$ cat config.mk
export PLATFORM = sky130hd
export DESIGN_NAME = load_store_unit
export DESIGN_NICKNAME = d
export VERILOG_FILES = /design/src/rtl/lsu_pkg.sv /design/src/rtl/load_extend.sv /design/src/rtl/load_store_unit.sv
export SDC_FILE = /design/constraint.sdc
export NUM_CORES = 1
export LEC_CHECK = 0
export ABC_AREA = 1
export CAP_MARGIN = 30
export CORE_MARGIN = 2
export CORE_UTILIZATION = 35
export CTS_CLUSTER_SIZE = 16
export DETAILED_ROUTE_END_ITERATION = 8
export REMOVE_ABC_BUFFERS = 1
export SLEW_MARGIN = 20
export SYNTH_ARGS = -nofsm -noshare
export SYNTH_HDL_FRONTEND = slang
export SYNTH_HIERARCHICAL = 1
export SYNTH_SLANG_ARGS = --single-unit
$ cat constraint.sdc
create_clock -name clk -period 1.95 [get_ports clk]
set_input_delay 0.2925 -clock clk [delete_from_list [all_inputs] [get_ports clk]]
set_output_delay 0.2925 -clock clk [all_outputs]
set_load 0.01 [all_outputs]
$ cat src/rtl/lsu_pkg.sv
// rtl/lsu_pkg.sv - shared state, width-code and memory-size definitions for the load/store unit
package lsu_pkg;

    typedef enum logic [1:0] {
        IDLE      = 2'd0,
        ISSUE     = 2'd1,
        LOAD_WAIT = 2'd2,
        STORE_HI  = 2'd3
    } lsu_state_e;

    localparam logic [2:0] F3_B  = 3'b000;
    localparam logic [2:0] F3_H  = 3'b001;
    localparam logic [2:0] F3_W  = 3'b010;
    localparam logic [2:0] F3_BU = 3'b100;
    localparam logic [2:0] F3_HU = 3'b101;

    localparam logic [2:0] SZ_BYTE = 3'b000;
    localparam logic [2:0] SZ_HALF = 3'b001;
    localparam logic [2:0] SZ_WORD = 3'b010;

    // Unsigned codes only exist for loads; halfwords need even, words 4-aligned addresses.
    function automatic logic req_is_err(input logic we, input logic [2:0] f3, input logic [1:0] off);
        logic err;
        err = 1'b0;
        case (f3)
            F3_B:    err = 1'b0;
            F3_BU:   err = we;
            F3_H:    err = off[0];
            F3_HU:   err = we | off[0];
            F3_W:    err = (off != 2'b00);
            default: err = 1'b1;
        endcase
        return err;
    endfunction

endpackage

$ cat src/rtl/load_extend.sv
// rtl/load_extend.sv - selects the addressed lane of a loaded word and sign/zero-extends it
module load_extend
    import lsu_pkg::*;
(
    input  logic [31:0] i_rdata,
    input  logic [2:0]  i_funct3,
    input  logic [1:0]  i_byte_off,
    output logic [31:0] o_data
);

    logic [7:0]  w_byte;
    logic [15:0] w_half;

    always_comb begin
        w_byte = 8'h00;
        case (i_byte_off)
            2'd0: w_byte = i_rdata[7:0];
            2'd1: w_byte = i_rdata[15:8];
            2'd2: w_byte = i_rdata[23:16];
            2'd3: w_byte = i_rdata[31:24];
            default: w_byte = 8'h00;
        endcase
        w_half = i_byte_off[1] ? i_rdata[31:16] : i_rdata[15:0];

        o_data = i_rdata;
        case (i_funct3)
            F3_B:    o_data = {{24{w_byte[7]}}, w_byte};
            F3_BU:   o_data = {24'h000000, w_byte};
            F3_H:    o_data = {{16{w_half[15]}}, w_half};
            F3_HU:   o_data = {16'h0000, w_half};
            default: o_data = i_rdata;
        endcase
    end

endmodule

$ cat src/rtl/load_store_unit.sv
// rtl/load_store_unit.sv - RV32I load/store sequencer between a core request port and a word data memory
module load_store_unit
    import lsu_pkg::*;
(
    input  logic        clk,
    input  logic        resetn,
    input  logic        req_valid,
    output logic        req_ready,
    input  logic        req_we,
    input  logic [2:0]  req_funct3,
    input  logic [31:0] req_addr,
    input  logic [31:0] req_wdata,
    output logic        rsp_valid,
    output logic [31:0] rsp_rdata,
    output logic        rsp_err,
    output logic        MemRead,
    output logic        MemWrite,
    output logic [2:0]  MemSize,
    output logic [31:0] A_Ram,
    output logic [31:0] WriteData,
    input  logic [31:0] ReadData
);

    lsu_state_e  r_state;
    lsu_state_e  w_state_nx;

    logic        r_we;
    logic [2:0]  r_funct3;
    logic [31:0] r_addr;
    logic [7:0]  r_wdata_hi;

    logic        r_mem_read,   w_mem_read_nx;
    logic        r_mem_write,  w_mem_write_nx;
    logic [2:0]  r_mem_size,   w_mem_size_nx;
    logic [31:0] r_a_ram,      w_a_ram_nx;
    logic [31:0] r_write_data, w_write_data_nx;
    logic        r_rsp_valid,  w_rsp_valid_nx;
    logic        r_rsp_err,    w_rsp_err_nx;
    logic [31:0] r_rsp_rdata,  w_rsp_rdata_nx;

    logic        w_accept;
    logic [31:0] w_load_data;

    assign req_ready = (r_state == IDLE);
    assign w_accept  = req_valid && req_ready;

    load_extend u_load_extend (
        .i_rdata    (ReadData),
        .i_funct3   (r_funct3),
        .i_byte_off (r_addr[1:0]),
        .o_data     (w_load_data)
    );

    always_comb begin
        w_state_nx      = r_state;
        w_mem_read_nx   = 1'b0;
        w_mem_write_nx  = 1'b0;
        w_mem_size_nx   = SZ_BYTE;
        w_a_ram_nx      = 32'h0;
        w_write_data_nx = 32'h0;
        w_rsp_valid_nx  = 1'b0;
        w_rsp_err_nx    = 1'b0;
        w_rsp_rdata_nx  = 32'h0;

        unique case (r_state)
            IDLE: begin
                if (req_valid) begin
                    if (req_is_err(req_we, req_funct3, req_addr[1:0])) begin
                        w_rsp_valid_nx = 1'b1;
                        w_rsp_err_nx   = 1'b1;
                    end else if (!req_we) begin
                        w_state_nx    = ISSUE;
                        w_mem_read_nx = 1'b1;
                        w_mem_size_nx = SZ_WORD;
                        w_a_ram_nx    = {req_addr[31:2], 2'b00};
                    end else begin
                        w_state_nx     = ISSUE;
                        w_mem_write_nx = 1'b1;
                        w_a_ram_nx     = req_addr;
                        case (req_funct3)
                            F3_H: begin
                                // An upper-half store is split so each write stays within the byte lanes the memory accepts.
                                if (req_addr[1]) begin
                                    w_mem_size_nx   = SZ_BYTE;
                                    w_write_data_nx = {24'h0, req_wdata[7:0]};
                                end else begin
                                    w_mem_size_nx   = SZ_HALF;
                                    w_write_data_nx = {16'h0, req_wdata[15:0]};
                                end
                            end
                            F3_W: begin
                                w_mem_size_nx   = SZ_WORD;
                                w_write_data_nx = req_wdata;
                            end
                            default: begin
                                w_mem_size_nx   = SZ_BYTE;
                                w_write_data_nx = {24'h0, req_wdata[7:0]};
                            end
                        endcase
                    end
                end
            end
            ISSUE: begin
                if (!r_we) begin
                    w_state_nx = LOAD_WAIT;
                end else if (r_funct3 == F3_H && r_addr[1]) begin
                    w_state_nx      = STORE_HI;
                    w_mem_write_nx  = 1'b1;
                    w_mem_size_nx   = SZ_BYTE;
                    w_a_ram_nx      = r_addr + 32'd1;
                    w_write_data_nx = {24'h0, r_wdata_hi};
                end else begin
                    w_state_nx     = IDLE;
                    w_rsp_valid_nx = 1'b1;
                end
            end
            LOAD_WAIT: begin
                w_state_nx     = IDLE;
                w_rsp_valid_nx = 1'b1;
                w_rsp_rdata_nx = w_load_data;
            end
            STORE_HI: begin
                w_state_nx     = IDLE;
                w_rsp_valid_nx = 1'b1;
            end
            default: w_state_nx = IDLE;
        endcase
    end

    always_ff @(posedge clk) begin
        if (!resetn) begin
            r_state      <= IDLE;
            r_mem_read   <= 1'b0;
            r_mem_write  <= 1'b0;
            r_mem_size   <= SZ_BYTE;
            r_a_ram      <= 32'h0;
            r_write_data <= 32'h0;
            r_rsp_valid  <= 1'b0;
            r_rsp_err    <= 1'b0;
            r_rsp_rdata  <= 32'h0;
        end else begin
            r_state      <= w_state_nx;
            r_mem_read   <= w_mem_read_nx;
            r_mem_write  <= w_mem_write_nx;
            r_mem_size   <= w_mem_size_nx;
            r_a_ram      <= w_a_ram_nx;
            r_write_data <= w_write_data_nx;
            r_rsp_valid  <= w_rsp_valid_nx;
            r_rsp_err    <= w_rsp_err_nx;
            r_rsp_rdata  <= w_rsp_rdata_nx;
        end
    end

    always_ff @(posedge clk) begin
        if (!resetn) begin
            r_we       <= 1'b0;
            r_funct3   <= F3_B;
            r_addr     <= 32'h0;
            r_wdata_hi <= 8'h0;
        end else if (w_accept) begin
            r_we       <= req_we;
            r_funct3   <= req_funct3;
            r_addr     <= req_addr;
            r_wdata_hi <= req_wdata[15:8];
        end
    end

    assign MemRead   = r_mem_read;
    assign MemWrite  = r_mem_write;
    assign MemSize   = r_mem_size;
    assign A_Ram     = r_a_ram;
    assign WriteData = r_write_data;
    assign rsp_valid = r_rsp_valid;
    assign rsp_err   = r_rsp_err;
    assign rsp_rdata = r_rsp_rdata;

endmodule

# Word-level counts from Yosys, hierarchy flattened
# Index checks and enable logic that the tools add are counted.
# word_totals
inputBits	103
output_inout_bits	104
ff_bits	149
# op_classes
eq_ne	15
n_reduce_logical	13
bitwise_logic	5
n_addsub	1
mux	40
# ops
cell	count
2-to-1 mux 32 bit	7
case mux 32 bit (2 select lines)	3
case mux 32 bit (4 select lines)	1
adder 32 x 1 -> 32 bit, second input constant	1
2-to-1 mux 16 bit	2
case mux 8 bit (4 select lines)	1
2-to-1 mux 8 bit	2
2-to-1 mux 1 bit	13
equality test 3 bit, second input constant	4
2-to-1 mux 2 bit	6
equality test 2 bit, second input constant	4
equality test 3 x 1 -> 1 bit, second input constant	2
logical NOT 3 bit	2
case mux 2 bit (3 select lines)	1
AND reduction 2 bit	3
case mux 1 bit (5 select lines)	1
OR reduction 5 bit	1
equality test 2 x 1 -> 1 bit, second input constant	2
logical NOT 2 bit	2
!= test 2 bit, second input constant	2
NOT 1 bit	4
case mux 2 bit (2 select lines)	1
OR reduction 4 bit	1
equality test 3 x 2 -> 1 bit, second input constant	1
6 further kinds	7

# Longest topological paths before layout
# Gate-level depths: netlist of the first run.
# logic_depth
ltp_word	7
mapped_depth	11
depth_no_buf	9

# By module
# Netlist of the first run, hierarchy kept.
# by_module_without_submodules
module	area_each_um2	instances	cells_each	seq_area_each_um2
load_store_unit	5838.1	1	783	2962.8
load_extend	923.4	1	170	0.0

# Least setup slack after synthesis of the first run
# OpenSTA, ideal clock, no wires.
# synth_timing
path_kind	reg2reg
start	register r_addr[1]
end	register r_a_ram[14], in the netlist A_Ram[14]
arrival_time_ns	1.379
setup_slack_ns	0.439
path_stages_with_launch	9
n_path_buf	0
required_time_ns	1.818
path_cell_list	dfxtp_1 -> ha_1 -> nand2_1 -> nor2_1 -> nand3_1 -> inv_1 -> nand2_1 -> o21ai_0 -> a21oi_1
# synth_via
elab_chain_cells	4
elab_cells_between_ends	5
# synth_rtl
element	line	source
start: declaration	load_store_unit.sv:29	logic [31:0] r_addr;
start signal: assignment	load_store_unit.sv:163	r_addr <= req_addr;
adder 32 x 1 -> 32 bit or logical AND 1 bit (tied branches)	load_store_unit.sv:110, load_store_unit.sv:106	
2-to-1 mux 32 bit *	load_store_unit.sv:106	end else if (r_funct3 == F3_H && r_addr[1]) begin
2-to-1 mux 32 bit *	load_store_unit.sv:104	if (!r_we) begin
case mux 32 bit (2 select lines) *	load_store_unit.sv:65	unique case (r_state)
end signal: assignment	load_store_unit.sv:146	r_a_ram <= w_a_ram_nx;
end: declaration	load_store_unit.sv:35	logic [31:0] r_a_ram, w_a_ram_nx;
# Mark *: on every way between the ends. The rest lies on a longest branch, timed or not.
# A chain may end at the register's enable or synchronous reset.

# Final worst setup path of the first run
# layout_timing
start	register r_state[1]
end	output port req_ready
# layout_via
elab_chain_cells	1
# layout_rtl
element	line	source
start: declaration	load_store_unit.sv:24	lsu_state_e r_state;
start signal: assignment	load_store_unit.sv:142	r_state <= w_state_nx;
logical NOT 2 bit	load_store_unit.sv:44	assign req_ready = (r_state == IDLE);
end: declaration	load_store_unit.sv:8	output logic req_ready,
# Every way passes these cells.

==> results of run 1 <==
==> power groups by stage <==
stage / sequential [W] / clock (W) / combinational, W
after detailed placement: 0.00331 / 0 / 0.00126
after CTS: 0.00324 / 0.00370 / 0.00127
after global routing: 0.00326 / 0.00382 / 0.00141
final: 0.00324 / 0.00364 / 0.00126
after floorplan: 0.00333 / 0 / 0.000639
after global placement: 0.00331 / 0 / 0.00125
==> critical path: cells and delay by family (launching register included) <==
kind	cells	cell delay [ps]
and+or+nand+nor	1	180
DFF	1	330
buffers and inverters	1	590
==> through the flow <==
| stage | setup WS (ps) | power (W) | instance area, um2 |
|---|---|---|---|
| after floorplan | -55.2 | 0.00397 | 6480 |
| after global placement | 123 | 0.00455 | 9120 |
| after detailed placement | 92.4 | 0.00457 | 9120 |
| after CTS | 117 | 0.00821 | 9780 |
| after global routing | 60.5 | 0.00849 | 9790 |
| final | 127 | 0.00814 | 9790 |
==> state kept, by name, summed over array words and instances, names as in the netlist, 2 cells and up <==
register,count
r_state,2
MemSize,2
WriteData,32
rsp_rdata,32
r_wdata_hi,8
A_Ram,32
r_addr,32
r_funct3,3
==> layout by cell type (no fill, tap or decap), drive strengths merged <==
cell / count
clkinv: 4
nand3: 103
o21ai: 40
o22ai: 9
o21a: 1
nand2: 226
a211oi: 1
clkdlybuf4s50: 205
a21oi: 99
nor3b: 1
clkinvlp: 4
nand4: 2
dfxtp: 148
nand3b: 1
ha: 1
or2: 5
inv: 114
nor4: 1
o211ai: 2
bufinv: 5
o21bai: 3
nor3: 13
clkbuf: 17
xor2: 1
nor2: 138
conb: 1
buf: 24
==> per-layer routing <==
metal  wire (um)  vias to the layer above  global-route usage [%]
li1            -                     3432                       -
met1        9680                     3066                    27.0
met2        8810                      207                    30.7
met3        1400                       26                    5.16
met4         390                        0                    6.93
met5           0                        -                       0
==> cells by family (layout without fill, tap and decap cells) <==
kind of cell / after synthesis / count (layout) / share of synthesized area (%)
and+or+nand+nor: 490 / 490 / 33.4
adders and majority gates: 1 / 1 / 0.185
buffers and inverters: 157 / 373 / 10.5
AOI/OAI and AO/OA: 155 / 155 / 12.0
DFF: 148 / 148 / 43.8
other: 1 / 1 / 0.0555
xor gates and xnor gates: 1 / 1 / 0.130
==> how the worst max path moves through the flow <==
stage | start | to | slack [ps] | cells after the start
after floorplan | r_addr[1] | A_Ram[12] | -60 | 6
after global placement | req_funct3[1] | WriteData[17] | 120 | 10
after detailed placement | req_funct3[0] | WriteData[16] | 90 | 9
after CTS | r_state[1] | req_ready | 120 | 2
after global routing | r_addr[0] | A_Ram[24] | 60 | 8
final | r_state[1] | req_ready | 130 | 2
==> timing repair <==
action	4_1_cts	5_1_grt
setup endpoints to repair	0	7
gates resized for setup	0	2
hold buffers	0	0
==> cell type report <==
type | instances | area, um2
Fill cell | 1846 | 9040
Timing Repair Buffer | 229 | 2320
Sequential cell | 148 | 2960
Tap cell | 260 | 325
Clock buffer | 17 | 425
Multi-Input combinational cell | 648 | 3100
Inverter | 112 | 425
Clock inverter | 15 | 229
==> impl_metrics.py, run 1 <==
metrics = {
    "cts": {
        "post_cts_buffers": 0,
        "cts_buffers": 17,
        "path_clk_slew_ps": 60,
        "clock_sinks": 148,
        "cts_root_buffer": "clkbuf_16",
        "clk_latency_ps": 420,
        "cts_tree": "built",
        "cts_buffer_depth": 2,
        "cts_max_level": 4,
    },
    "sta": {
        "timing.setup.tns_ps": 0,
        "hold_viol": 0,
        "maxSlewViolCount": 0,
        "period_share_pct": 93.5,
        "fmax_ghz": 0.549,
        "fin_hold_ws_ps": 399,
        "final.min_clock_period_ps": 1820,
        "rsz0062_at_grt": "false",
        "final.setup_skew_ps": 8.80,
        "setup_viol": 0,
    },
    "yosys": {
        "synthArstFlopShare_pct": 0,
        "avgSynthCellArea_um2": 7.09,
        "ys_seq_area_share_pct": 43.8,
        "synth-edff-count": 0,
        "synth_top_flop_cell": "dfxtp_1",
        "netlist_area_um2": 6760,
        "synth_cells": 953,
        "synth.distinct_cells": 41,
        "yosysMostFrequentCell": "nand2_1",
        "synth_area_leaders": "dfxtp_1, nand2_1, a21oi_1",
        "yosys.area.top_type": "dfxtp_1",
        "synth_top_area_share_pct": 43.8,
        "synth_common_cells": "nand2_1, dfxtp_1, nor2_1, inv_1, a21oi_1",
        "synth_seq_cells": 148,
        "yosys_warnings": 6,
    },
    "floorplanning": {
        "die_y_um": 143,
        "ios": 207,
        "core-area_um2": 18800,
        "fp.dieW_um": 143,
        "dieArea_um2": 20400,
        "row_count": 50,
        "start_util_pct": 35.9,
    },
    "power": {
        "share_comb_of_total_power_pct": 15.4,
        "p_sw_w": 0.00215,
        "static-leakage-power_nw": 3.90,
        "p_int_w": 0.00599,
        "p_per_area_nw_per_um2": 832,
        "p_sw_share_pct": 26.5,
        "ir_worst_vdd_mv": 0.696,
        "seq_power_share_pct": 39.8,
        "clockPowerShare_pct": 44.7,
    },
    "place": {
        "gp_congestion": 0.876,
        "dp_hpwl_um": 14600,
        "portBuffers": 205,
        "dp_cells": 1397,
    },
    "detailed_routing": {
        "drt_first_pass_iters": 5,
        "vias": 6731,
        "drtAntennaViolNets": 0,
        "via_per_inst": 4.71,
        "drtIter0Drc": 442,
        "wl_per_cell_um": 14.2,
        "wirelength_um": 20300,
        "drc": 0,
    },
    "grt": {
        "grt_usage_pct": 20.0,
        "grt_start_max_net_pins": 66,
        "antenna_found_initial": 0,
        "gr-total-overflow": 0,
        "grt_pass1_vias": 6290,
        "grt_first_pass_wirelength_um": 32000,
    },
    "critical_path": {
        "cp_slowest_cell": "clkdlybuf4s50_1",
        "r2r_cells": 9,
        "cp-start-kind": "flip-flop",
        "reg2reg_slack_ps": 210,
        "cp.arrival_ps": 1530,
        "critPathCaptureType": "primary output",
        "critPathRequiredTime_ps": 1660,
        "cp_cell_sequence": "nor2_4 > clkdlybuf4s50_1",
        "worstSetupPathType": "flip-flop to primary output",
        "r2r-end": "A_Ram[31]",
        "rr_startpoint": "r_addr[1]",
        "cpPeakStageDelay_ps": 590,
        "path_max_fanout": 5,
    },
    "final_layout": {
        "fin_nets": 1260,
        "fin_util_pct": 52.0,
        "fin_cells": 1429,
        "drive_gt1_share_pct": 8.98,
        "antenna_cells": 0,
        "area_delta_synth_final_pct": 44.7,
    },
    "min_path": {
        "holdCritPathClass": "input pin to flip-flop",
        "min_from": "req_wdata[20]",
        "hold-path-endpoint": "WriteData[20]",
        "hold_depth": 3,
    },
    "run_status": {
        "status": "finished clean",
    },
    "run": {
        "maxCapViolations": 0,
    },
}
(Power assumes the default switching activity.)
==> run 2, diff against run 1 <==
- SLEW_MARGIN: 20 -> unset
==> results of run 2 <==
Same layout as run 1: the final DEF is identical, and so are final timing and power.
